`config.mk`:
```
export PLATFORM = sky130hd
export DESIGN_NAME = segmem_arbiter_flat
export DESIGN_NICKNAME = d
export VERILOG_FILES = /design/src/rtl/segmem_arbiter_if.sv /design/src/rtl/segmem_arbiter.sv /design/src/flat_wrapper.sv
export SDC_FILE = /design/constraint.sdc
export NUM_CORES = 1
export LEC_CHECK = 0
export BUFFER_PORTS_ARGS = -buffer_cell sky130_fd_sc_hd__buf_2
export CAP_MARGIN = 20
export CORE_AREA = 2 2 105 107
export DETAILED_ROUTE_END_ITERATION = 6
export DIE_AREA = 0 0 107 109
export HOLD_SLACK_MARGIN = 0.1
export MAX_ROUTING_LAYER = met4
export PLACE_DENSITY = 0.79
export SLEW_MARGIN = 0
export SYNTH_ARGS = -nofsm -noshare
export SYNTH_HDL_FRONTEND = slang
export SYNTH_SLANG_ARGS = --single-unit
```
`constraint.sdc`:
```
create_clock -name clk -period 3.3 [get_ports clk]
set_input_delay 0.33 -clock clk [delete_from_list [all_inputs] [get_ports clk]]
set_output_delay 0.33 -clock clk [all_outputs]
set_load 0.02 [all_outputs]
```
`src/rtl/segmem_arbiter_if.sv`:
```
// segmem_arbiter_if
// Bundles the two requester ports and the single-port memory bus that the
// segmented-memory arbiter sits between.
//
// Handshake (both requester ports): a requester raises reqN with weN/addrN/wdN
// and holds all four stable until it sees gntN. gntN is a one-cycle accept
// pulse. Exactly one cycle after gntN, rvalidN pulses once, with errN and rdata
// qualified by it. Dropping reqN before gntN withdraws the request. Every
// access completes through rvalidN, including writes and rejected accesses.
//
// Signals:
//   req0/req1, we0/we1, addr0/addr1, wd0/wd1 : requester -> arbiter
//   gnt0/gnt1, rvalid0/rvalid1, err0/err1     : arbiter -> requester
//   rdata                                     : arbiter -> requester (shared)
//   mem_a, mem_wd, mem_we                     : arbiter -> memory
//   mem_rd                                    : memory -> arbiter (1-cycle latency)
//
// Modports: slave = arbiter view, master = environment view.
interface segmem_arbiter_if #(
  parameter int DW = 32,
  parameter int AW = 32
);
  logic          req0;
  logic          req1;
  logic          we0;
  logic          we1;
  logic [AW-1:0] addr0;
  logic [AW-1:0] addr1;
  logic [DW-1:0] wd0;
  logic [DW-1:0] wd1;
  logic          gnt0;
  logic          gnt1;
  logic          rvalid0;
  logic          rvalid1;
  logic          err0;
  logic          err1;
  logic [DW-1:0] rdata;
  logic [AW-1:0] mem_a;
  logic [DW-1:0] mem_wd;
  logic          mem_we;
  logic [DW-1:0] mem_rd;

  modport slave (
    input  req0, req1, we0, we1, addr0, addr1, wd0, wd1, mem_rd,
    output gnt0, gnt1, rvalid0, rvalid1, err0, err1, rdata,
           mem_a, mem_wd, mem_we
  );

  modport master (
    output req0, req1, we0, we1, addr0, addr1, wd0, wd1, mem_rd,
    input  gnt0, gnt1, rvalid0, rvalid1, err0, err1, rdata,
           mem_a, mem_wd, mem_we
  );
endinterface

```
`src/rtl/segmem_arbiter.sv`:
```
// segmem_arbiter
// Shares the single address/write/read port of the segmented memory
// (instruction ROM 0..IMEM_TOP, RAM and image buffers up to MEM_TOP) between
// the CPU data port (port 0) and the image streamer (port 1). One access is
// in flight at a time: IDLE -> ISSUE (gnt, memory driven) -> RESP (rvalid).
// Writes into the instruction segment and any address above MEM_TOP are
// rejected: the memory is never written, and the access completes with err.
// Port 0 wins by default; after STARVE_LIMIT consecutive contended port-0
// grants, port 1 is forced.
//
// Ports:
//   clk        : sole clock, rising edge
//   reset      : asynchronous, active-high
//   bus        : requester and memory signals (segmem_arbiter_if.slave)
//   state_dbg  : current FSM state (0 IDLE, 1 ISSUE, 2 RESP)
//   starve_dbg : current starvation counter
module segmem_arbiter #(
  parameter int DW           = 32,
  parameter int AW           = 32,
  parameter int IMEM_TOP     = 299,
  parameter int MEM_TOP      = 45399,
  parameter int STARVE_LIMIT = 4
) (
  input  logic                                clk,
  input  logic                                reset,
  segmem_arbiter_if.slave                     bus,
  output logic [1:0]                          state_dbg,
  output logic [$clog2(STARVE_LIMIT+1)-1:0]   starve_dbg
);

  localparam int            SW         = $clog2(STARVE_LIMIT + 1);
  localparam logic [AW-1:0] IMEM_TOP_A = AW'(IMEM_TOP);
  localparam logic [AW-1:0] MEM_TOP_A  = AW'(MEM_TOP);
  localparam logic [SW-1:0] LIMIT      = SW'(STARVE_LIMIT);

  typedef enum logic [1:0] {
    IDLE  = 2'd0,
    ISSUE = 2'd1,
    RESP  = 2'd2
  } state_t;

  state_t        state, state_next;
  logic [SW-1:0] starve_cnt, starve_next;

  logic          any_req;
  logic          arb_point;
  logic          pick1;
  logic          win_we;
  logic [AW-1:0] win_addr;
  logic [DW-1:0] win_wd;
  logic          win_legal;

  // Attributes of the access in flight, captured at arbitration.
  logic          cur_port;
  logic          cur_legal;
  logic          cur_read;

  // Arbitration, legality decode, next state and next starve count.
  always_comb begin
    any_req     = bus.req0 | bus.req1;
    arb_point   = (state == IDLE) || (state == RESP);
    pick1       = bus.req1 && (!bus.req0 || (starve_cnt == LIMIT));
    win_we      = pick1 ? bus.we1   : bus.we0;
    win_addr    = pick1 ? bus.addr1 : bus.addr0;
    win_wd      = pick1 ? bus.wd1   : bus.wd0;
    win_legal   = !(win_addr > MEM_TOP_A) && !(win_we && (win_addr <= IMEM_TOP_A));
    state_next  = state;
    starve_next = starve_cnt;

    case (state)
      IDLE:    state_next = any_req ? ISSUE : IDLE;
      ISSUE:   state_next = RESP;
      RESP:    state_next = any_req ? ISSUE : IDLE;
      default: state_next = IDLE;
    endcase

    // The counter only moves where a decision could be made. With req1 high,
    // pick1 == 0 implies port 0 won against a waiting port 1.
    if (arb_point) begin
      if (!bus.req1 || pick1) begin
        starve_next = '0;
      end else if (starve_cnt != LIMIT) begin
        starve_next = starve_cnt + 1'b1;
      end
    end
  end

  always_ff @(posedge clk or posedge reset) begin
    if (reset) begin
      state      <= IDLE;
      starve_cnt <= '0;
    end else begin
      state      <= state_next;
      starve_cnt <= starve_next;
    end
  end

  // Registered outputs. Pulses default low each cycle; the asynchronous reset
  // drops mem_we immediately, so an in-flight write is abandoned before the
  // memory can sample it.
  always_ff @(posedge clk or posedge reset) begin
    if (reset) begin
      bus.gnt0    <= 1'b0;
      bus.gnt1    <= 1'b0;
      bus.rvalid0 <= 1'b0;
      bus.rvalid1 <= 1'b0;
      bus.err0    <= 1'b0;
      bus.err1    <= 1'b0;
      bus.mem_a   <= '0;
      bus.mem_wd  <= '0;
      bus.mem_we  <= 1'b0;
      cur_port    <= 1'b0;
      cur_legal   <= 1'b0;
      cur_read    <= 1'b0;
    end else begin
      bus.gnt0    <= 1'b0;
      bus.gnt1    <= 1'b0;
      bus.rvalid0 <= 1'b0;
      bus.rvalid1 <= 1'b0;
      bus.err0    <= 1'b0;
      bus.err1    <= 1'b0;
      bus.mem_we  <= 1'b0;

      if (arb_point && any_req) begin
        cur_port   <= pick1;
        cur_legal  <= win_legal;
        cur_read   <= !win_we && win_legal;
        bus.gnt0   <= !pick1;
        bus.gnt1   <= pick1;
        bus.mem_a  <= win_addr;
        bus.mem_wd <= win_wd;
        bus.mem_we <= win_we && win_legal;
      end

      if (state == ISSUE) begin
        bus.rvalid0 <= !cur_port;
        bus.rvalid1 <= cur_port;
        bus.err0    <= !cur_port && !cur_legal;
        bus.err1    <= cur_port && !cur_legal;
      end
    end
  end

  // The memory read data is already registered, so it is passed straight
  // through during RESP of a legal read; everything else returns zero.
  assign bus.rdata  = ((state == RESP) && cur_read) ? bus.mem_rd : '0;
  assign state_dbg  = state;
  assign starve_dbg = starve_cnt;

endmodule

```
`src/flat_wrapper.sv`:
```
// flat-port wrapper written by rule: the top's interface ports become plain ports
module segmem_arbiter_flat 
#(
  parameter int DW           = 32,
  parameter int AW           = 32,
  parameter int IMEM_TOP     = 299,
  parameter int MEM_TOP      = 45399,
  parameter int STARVE_LIMIT = 4
)
  (clk, reset, state_dbg, starve_dbg, bus_req0, bus_req1, bus_we0, bus_we1, bus_addr0, bus_addr1, bus_wd0, bus_wd1, bus_mem_rd, bus_gnt0, bus_gnt1, bus_rvalid0, bus_rvalid1, bus_err0, bus_err1, bus_rdata, bus_mem_a, bus_mem_wd, bus_mem_we);
  segmem_arbiter_if #(.DW(DW), .AW(AW)) bus_i ();
  input  logic clk;
  input  logic reset;
  output logic [1:0] state_dbg;
  output logic [$clog2(STARVE_LIMIT+1)-1:0] starve_dbg;
  input wire logic [$bits(bus_i.req0)-1:0] bus_req0;
  input wire logic [$bits(bus_i.req1)-1:0] bus_req1;
  input wire logic [$bits(bus_i.we0)-1:0] bus_we0;
  input wire logic [$bits(bus_i.we1)-1:0] bus_we1;
  input wire logic [$bits(bus_i.addr0)-1:0] bus_addr0;
  input wire logic [$bits(bus_i.addr1)-1:0] bus_addr1;
  input wire logic [$bits(bus_i.wd0)-1:0] bus_wd0;
  input wire logic [$bits(bus_i.wd1)-1:0] bus_wd1;
  input wire logic [$bits(bus_i.mem_rd)-1:0] bus_mem_rd;
  output wire logic [$bits(bus_i.gnt0)-1:0] bus_gnt0;
  output wire logic [$bits(bus_i.gnt1)-1:0] bus_gnt1;
  output wire logic [$bits(bus_i.rvalid0)-1:0] bus_rvalid0;
  output wire logic [$bits(bus_i.rvalid1)-1:0] bus_rvalid1;
  output wire logic [$bits(bus_i.err0)-1:0] bus_err0;
  output wire logic [$bits(bus_i.err1)-1:0] bus_err1;
  output wire logic [$bits(bus_i.rdata)-1:0] bus_rdata;
  output wire logic [$bits(bus_i.mem_a)-1:0] bus_mem_a;
  output wire logic [$bits(bus_i.mem_wd)-1:0] bus_mem_wd;
  output wire logic [$bits(bus_i.mem_we)-1:0] bus_mem_we;
  assign bus_i.req0 = bus_req0;
  assign bus_i.req1 = bus_req1;
  assign bus_i.we0 = bus_we0;
  assign bus_i.we1 = bus_we1;
  assign bus_i.addr0 = bus_addr0;
  assign bus_i.addr1 = bus_addr1;
  assign bus_i.wd0 = bus_wd0;
  assign bus_i.wd1 = bus_wd1;
  assign bus_i.mem_rd = bus_mem_rd;
  assign bus_gnt0 = bus_i.gnt0;
  assign bus_gnt1 = bus_i.gnt1;
  assign bus_rvalid0 = bus_i.rvalid0;
  assign bus_rvalid1 = bus_i.rvalid1;
  assign bus_err0 = bus_i.err0;
  assign bus_err1 = bus_i.err1;
  assign bus_rdata = bus_i.rdata;
  assign bus_mem_a = bus_i.mem_a;
  assign bus_mem_wd = bus_i.mem_wd;
  assign bus_mem_we = bus_i.mem_we;
  segmem_arbiter #(.DW(DW), .AW(AW), .IMEM_TOP(IMEM_TOP), .MEM_TOP(MEM_TOP), .STARVE_LIMIT(STARVE_LIMIT)) u_core (.clk(clk), .reset(reset), .bus(bus_i), .state_dbg(state_dbg), .starve_dbg(starve_dbg));
endmodule
```
### After elaboration in Yosys (flattened, before gate mapping)

Cells that the tools add are included.

| word-level totals | value |
|---|---|
| flip-flop bits (word level) | 79 |
| input bits | 166 |

| operators by class | value |
|---|---|
| $add $sub $neg | 1 |
| order comparisons | 2 |
| eq/ne operators | 4 |
| muxes and demuxes | 15 |
| bitwise logic cells | 1 |
| reduce and logical (&&, ||, !) cells | 24 |

Operator list:

| operator | number |
|---|---|
| 32-bit two-way mux | 3 |
| 32-bit by 16-bit greater-than comparator with 1-bit output, second input constant | 1 |
| 32-bit by 9-bit less-or-equal comparator with 1-bit output, second input constant | 1 |
| 1-bit logical AND | 9 |
| 1-bit two-way mux | 9 |
| 1-bit zero test | 8 |
| 3-bit two-way mux | 2 |
| 2-bit one-hot mux with 2 select lines | 1 |
| 3-bit by 1-bit adder with 3-bit output, second input constant | 1 |
| 3-bit == test, second input constant | 1 |
| 1-bit logical OR | 3 |
| 3-bit inequality test, second input constant | 1 |
| 2-bit by 1-bit == test with 1-bit output, second input constant | 1 |
| 2-bit == test, second input constant | 1 |
| 2-bit zero test | 1 |
| 2-bit AND reduction | 1 |
| 2-bit nonzero test | 1 |
| 2-bit OR reduction | 1 |
| 1-bit OR | 1 |

### Depth between registers and ports, before layout

| depth | value |
|---|---|
| depth after elaboration | 10 |
| gate-level depth with buffers | 9 |
| depth with buffers taken out | 7 |

### Worst setup path after synthesis

OpenSTA, ideal clock, no wires.

| timing path | value |
|---|---|
| path kind | register -> register |
| start point | reg u_core.starve_cnt[0], in the netlist u_core.starve_dbg[0] |
| end point | reg u_core.bus.mem_we |
| library setup time | 96 ps |
| arrival time | 1,801 ps |
| data required time | 3,204 ps |
| slack | 1,403 ps |
| cell stages (with the launch flop) | 9 |
| buffers on the path | 1 |
| cell sequence | dfrtp_1 -> inv_1 -> ha_1 -> a21bo_4 -> and2_1 -> buf_6 -> and3_1 -> o221a_1 -> nor4_2 |

| between the ends | value |
|---|---|
| cells in the longest elaborated chain, start to end | 10 |

RTL lines:

| item | line | RTL |
|---|---|---|
| start: declaration | segmem_arbiter.sv:43 | `logic [SW-1:0] starve_cnt, starve_next;` |
| start signal: assignment | segmem_arbiter.sv:94 | `starve_cnt <= starve_next;` |
| 3-bit == test * | segmem_arbiter.sv:62 | `pick1 = bus.req1 && (!bus.req0 \|\| (starve_cnt == LIMIT));` |
| 1-bit logical OR * | segmem_arbiter.sv:62 |  |
| 1-bit logical AND * | segmem_arbiter.sv:62 |  |
| 32-bit two-way mux | segmem_arbiter.sv:64 | `win_addr = pick1 ? bus.addr1 : bus.addr0;` |
| 32-bit by 9-bit less-or-equal comparator with 1-bit output | segmem_arbiter.sv:66 | `win_legal = !(win_addr > MEM_TOP_A) && !(win_we && (win_addr <= IMEM_TOP_A));` |
| 1-bit logical AND | segmem_arbiter.sv:66 |  |
| 1-bit zero test | segmem_arbiter.sv:66 |  |
| 1-bit logical AND | segmem_arbiter.sv:66 |  |
| 1-bit logical AND * | segmem_arbiter.sv:132 | `bus.mem_we <= win_we && win_legal;` |
| 1-bit two-way mux * | segmem_arbiter.sv:124 | `if (arb_point && any_req) begin` |
| end signal: assignment | segmem_arbiter.sv:132 |  |
| end: declaration | segmem_arbiter_if.sv:46 | `mem_a, mem_wd, mem_we` |

Every way passes the cells marked *; elsewhere a longest branch is shown, timed or not.
A chain may end at the register's enable or synchronous reset.

### Worst setup path after layout

| timing path | value |
|---|---|
| start point | reg u_core.state[0], in the netlist u_core.state_dbg[0] |
| end point | out bus_rdata[10] |

| between the ends | value |
|---|---|
| cells in the longest elaborated chain, start to end | 3 |

RTL lines:

| item | line | RTL |
|---|---|---|
| start: declaration | segmem_arbiter.sv:42 | `state_t state, state_next;` |
| start signal: assignment | segmem_arbiter.sv:93 | `state <= state_next;` |
| 2-bit == test | segmem_arbiter.sv:146 | `assign bus.rdata = ((state == RESP) && cur_read) ? bus.mem_rd : '0;` |
| 1-bit logical AND | segmem_arbiter.sv:146 |  |
| 32-bit two-way mux | segmem_arbiter.sv:146 |  |
| end: declaration | flat_wrapper.sv:31 | `output wire logic [$bits(bus_i.rdata)-1:0] bus_rdata;` |

Every way passes these cells.

==> results.yml <==
outcome:
  status: "complete, but fails checks"
  violations: "DRC"
logic_synthesis:
  yosysUniqueCellTypes: 49
  synth-async-reset-ratio_pct: 100.0
  netlist_area_sq_um: 3891
  synth-warning-count: 0
  ys_seq_elements: 79
  synth_ff_type: "dfrtp_1"
  synth_area_leader_cell: "dfrtp_1"
  synthTopCellsByCount: "dfrtp_1, nand2_1, nor2_1"
  synth_edf_count: 0
  syn_avg_cell_area_sq_um: 9.265
  synth.top_cell.area_share_pct: 50.80
  yosys-top-cells-area: "dfrtp_1, a222oi_1, nand2_1"
  yosys.cell_count.top_type: "dfrtp_1"
  syn-num-nets: 588
  synth_cells: 420
  synth.yosys.seq_area_share_pct: 50.80
worst_setup_path:
  r2r_start: "u_core.starve_dbg[0]"
  critPathRequiredTime_ns: 2.97
  startpoint: "u_core.state_dbg[0]"
  critPathMaxStageDelay_ns: 0.74
  cp_cell_sequence: "and3b_1 > and2_1 > buf_2"
  crit_slowest_cell: "and3b_1"
  rrSetupSlack_ns: 1.15
  path_class: "flip-flop to output port"
  startpoint_type: "flip-flop"
  endpoint_kind: "output port"
  rr_worst_depth: 8
  rr_endpoint: "u_core.bus.mem_wd[2]"
  worst-path-max-fanout: 32
  crit_arrival_ns: 2.00
sta:
  hold_viol_final: 0
  layout_setup_ws_ns: 0.9734
  slew_headroom_pct: 51.90
  fin_crit_ns: 2.327
  rsz0062_at_grt: "false"
  drv_slew: 0
  worst_pin_slew_ns: 0.7215
  setup-violations-final: 0
  finalClockSkew_ns: 0.01775
  setup_tns_ns: 0
  post-route-period-util_pct: 70.50
  max_freq_mhz: 429.8
finish:
  n_antenna_cell: 0
  multi_input_area_sq_um: 1642
  final_layout_size_suffix_gt1_share_pct: 44.56
  layout.nets: 852
  seqCellArea_sq_um: 1977
  syn_to_final_growth_pct: 44.73
  nFillCells: 990
min_path:
  hold_start: "bus_wd1[0]"
  holdPathEnd: "u_core.bus.mem_wd[0]"
  hold_depth: 3
  hold_class: "input pin to flip-flop"
place:
  dp_slack_ns: 1.152
  portBuffers: 273
  dp.final_hpwl_microns: 10060
  gp_congestion: 0.9510
grt:
  gr-total-overflow: 0
  antenna_found_initial: 0
  grt_max_degree: 47
  grt_pass1_vias: 4075
  grt_first_pass_wirelength_microns: 19730
  track_usage_pct: 22.16
clock_tree:
  cts_tree: "built"
  insertion_delay_ns: 0.35
  holdBufCountCts: 1
  post_cts_buffers: 0
  cts_max_level: 3
  cts-resized-gates: 0
  cts.sinks: 79
  cts_root_buffer: "clkbuf_8"
  cts_inserted_buffers: 9
  clk_pin_slew_worst_paths_ns: 0.09
  cts.path.max_buffers: 2
die:
  die-area_sq_um: 11660
  die_h_microns: 109
  ios: 274
  coreArea_sq_um: 10600
  die_w_microns: 107
  start_util_pct: 36.70
  rows: 38
detailed_routing:
  ant_nets: 0
  drt_iter0_drc: 517
  vias: 4307
  totalWireLength_microns: 12910
  wire_per_inst_microns: 15.57
  via_per_inst: 5.195
  drc: 5
  first_pass_iters: 7
power_and_ir_drop:
  cellPowerDensity_nw_per_um2: 529.9
  p_leak_nw: 3.081
  irDropWorstVdd_mv: 0.2615
run:
  cap_violations: 0
how the worst max path moves through the flow:
| stage | endpoint | slack (ns) | cells past startpoint |
|---|---|---|---|
| finish | bus_rdata[10] | 0.97 | 3 |
| global route | bus_rdata[29] | 0.78 | 3 |
| CTS | bus_rdata[14] | 0.96 | 3 |
| detailed placement | u_core.bus.mem_wd[11] | 1.15 | 8 |
| global placement | u_core.bus.mem_wd[19] | 1.27 | 8 |
| floorplan | u_core.bus.err0 | 0.95 | 1 |
critical path, delay by kind of cell (launching register included):
family	cells	cell delay, ns
buf+inv	1	0.16
simple gates	2	0.97
flops	1	0.51
routing by layer:
layer  GRT usage [%]  vias to the layer above  wire length (microns)
met3           4.304                       18                   1021
met2           37.99                      223                   6566
met1           26.14                     2036                   5135
li1                -                     2030                      -
met4           7.792                        0                    183
met5               -                        -                      0
registers in the layout, summed over array words and instances, names as in the netlist:
| name | cells |
|---|---|
| u_core.bus.mem_we | 1 |
| u_core.bus.gnt0 | 1 |
| u_core.state_dbg | 2 |
| u_core.starve_dbg | 3 |
| u_core.bus.err0 | 1 |
| u_core.bus.err1 | 1 |
| u_core.bus.rvalid0 | 1 |
| u_core.bus.gnt1 | 1 |
| u_core.cur_port | 1 |
| u_core.bus.mem_a | 32 |
| u_core.bus.mem_wd | 32 |
| u_core.cur_read | 1 |
| u_core.bus.rvalid1 | 1 |
| u_core.cur_legal | 1 |
final cells by class:
type	instances	share of cell area (%)
repair buffers	282	25.73
inverters	38	2.555
clock buffers	11	2.511
multi-input cells	274	29.15
flip-flops and latches	79	35.10
clock inverters	5	1.844
well taps	140	3.110
cells by family after synthesis:
| family | after synthesis | share of synthesized area, % |
|---|---|---|
| AND/OR/NAND/NOR | 183 | 23.38 |
| AO/OA/AOI/OAI | 88 | 17.85 |
| flip-flops | 79 | 50.80 |
| buffers and inverters | 67 | 7.074 |
| adder cells (fa/ha/maj) | 2 | 0.6430 |
| multiplexers | 1 | 0.2572 |
cells in the final DEF, fill, tap and decap left out, drive strengths merged, types with 2 or more instances in the layout:
cell      n
a21o      4
a21oi     8
o311ai    2
nand3     3
nand4b    2
nor2     42
and3      2
clkbuf   11
a31oi    32
nand2    72
a222oi   31
ha        2
inv      38
and2     34
dfrtp    79
o21ai     3
nor4     12
nand4     3
clkinv    2
bufinv    3
buf     281
nor2b     2
stage by stage:
stage / instances / hold slack, ns / total power [mW] / area [sq um] / utilization (%)
2_1_floorplan: 420 / 0.4257 / 1.750 / 3891 / -
3_3_place_gp: 811 / 0.4680 / 2.089 / 5356 / 50.52
3_5_place_dp: 812 / 0.4003 / 2.123 / 5376 / 50.71
4_1_cts: 829 / 0.1600 / 3.009 / 5632 / 53.12
5_1_grt: 829 / 0.1772 / 3.146 / 5632 / 53.12
6_report: 829 / 0.1832 / 2.984 / 5632 / 53.12
report_power, final:
group	internal [mW]	switching, mW
Clock	0.526	0.360
Sequential	1.14	0.0974
Combinational	0.329	0.536
Total	1.99	0.993
No activity file was read; power rests on OpenSTA's default activity.
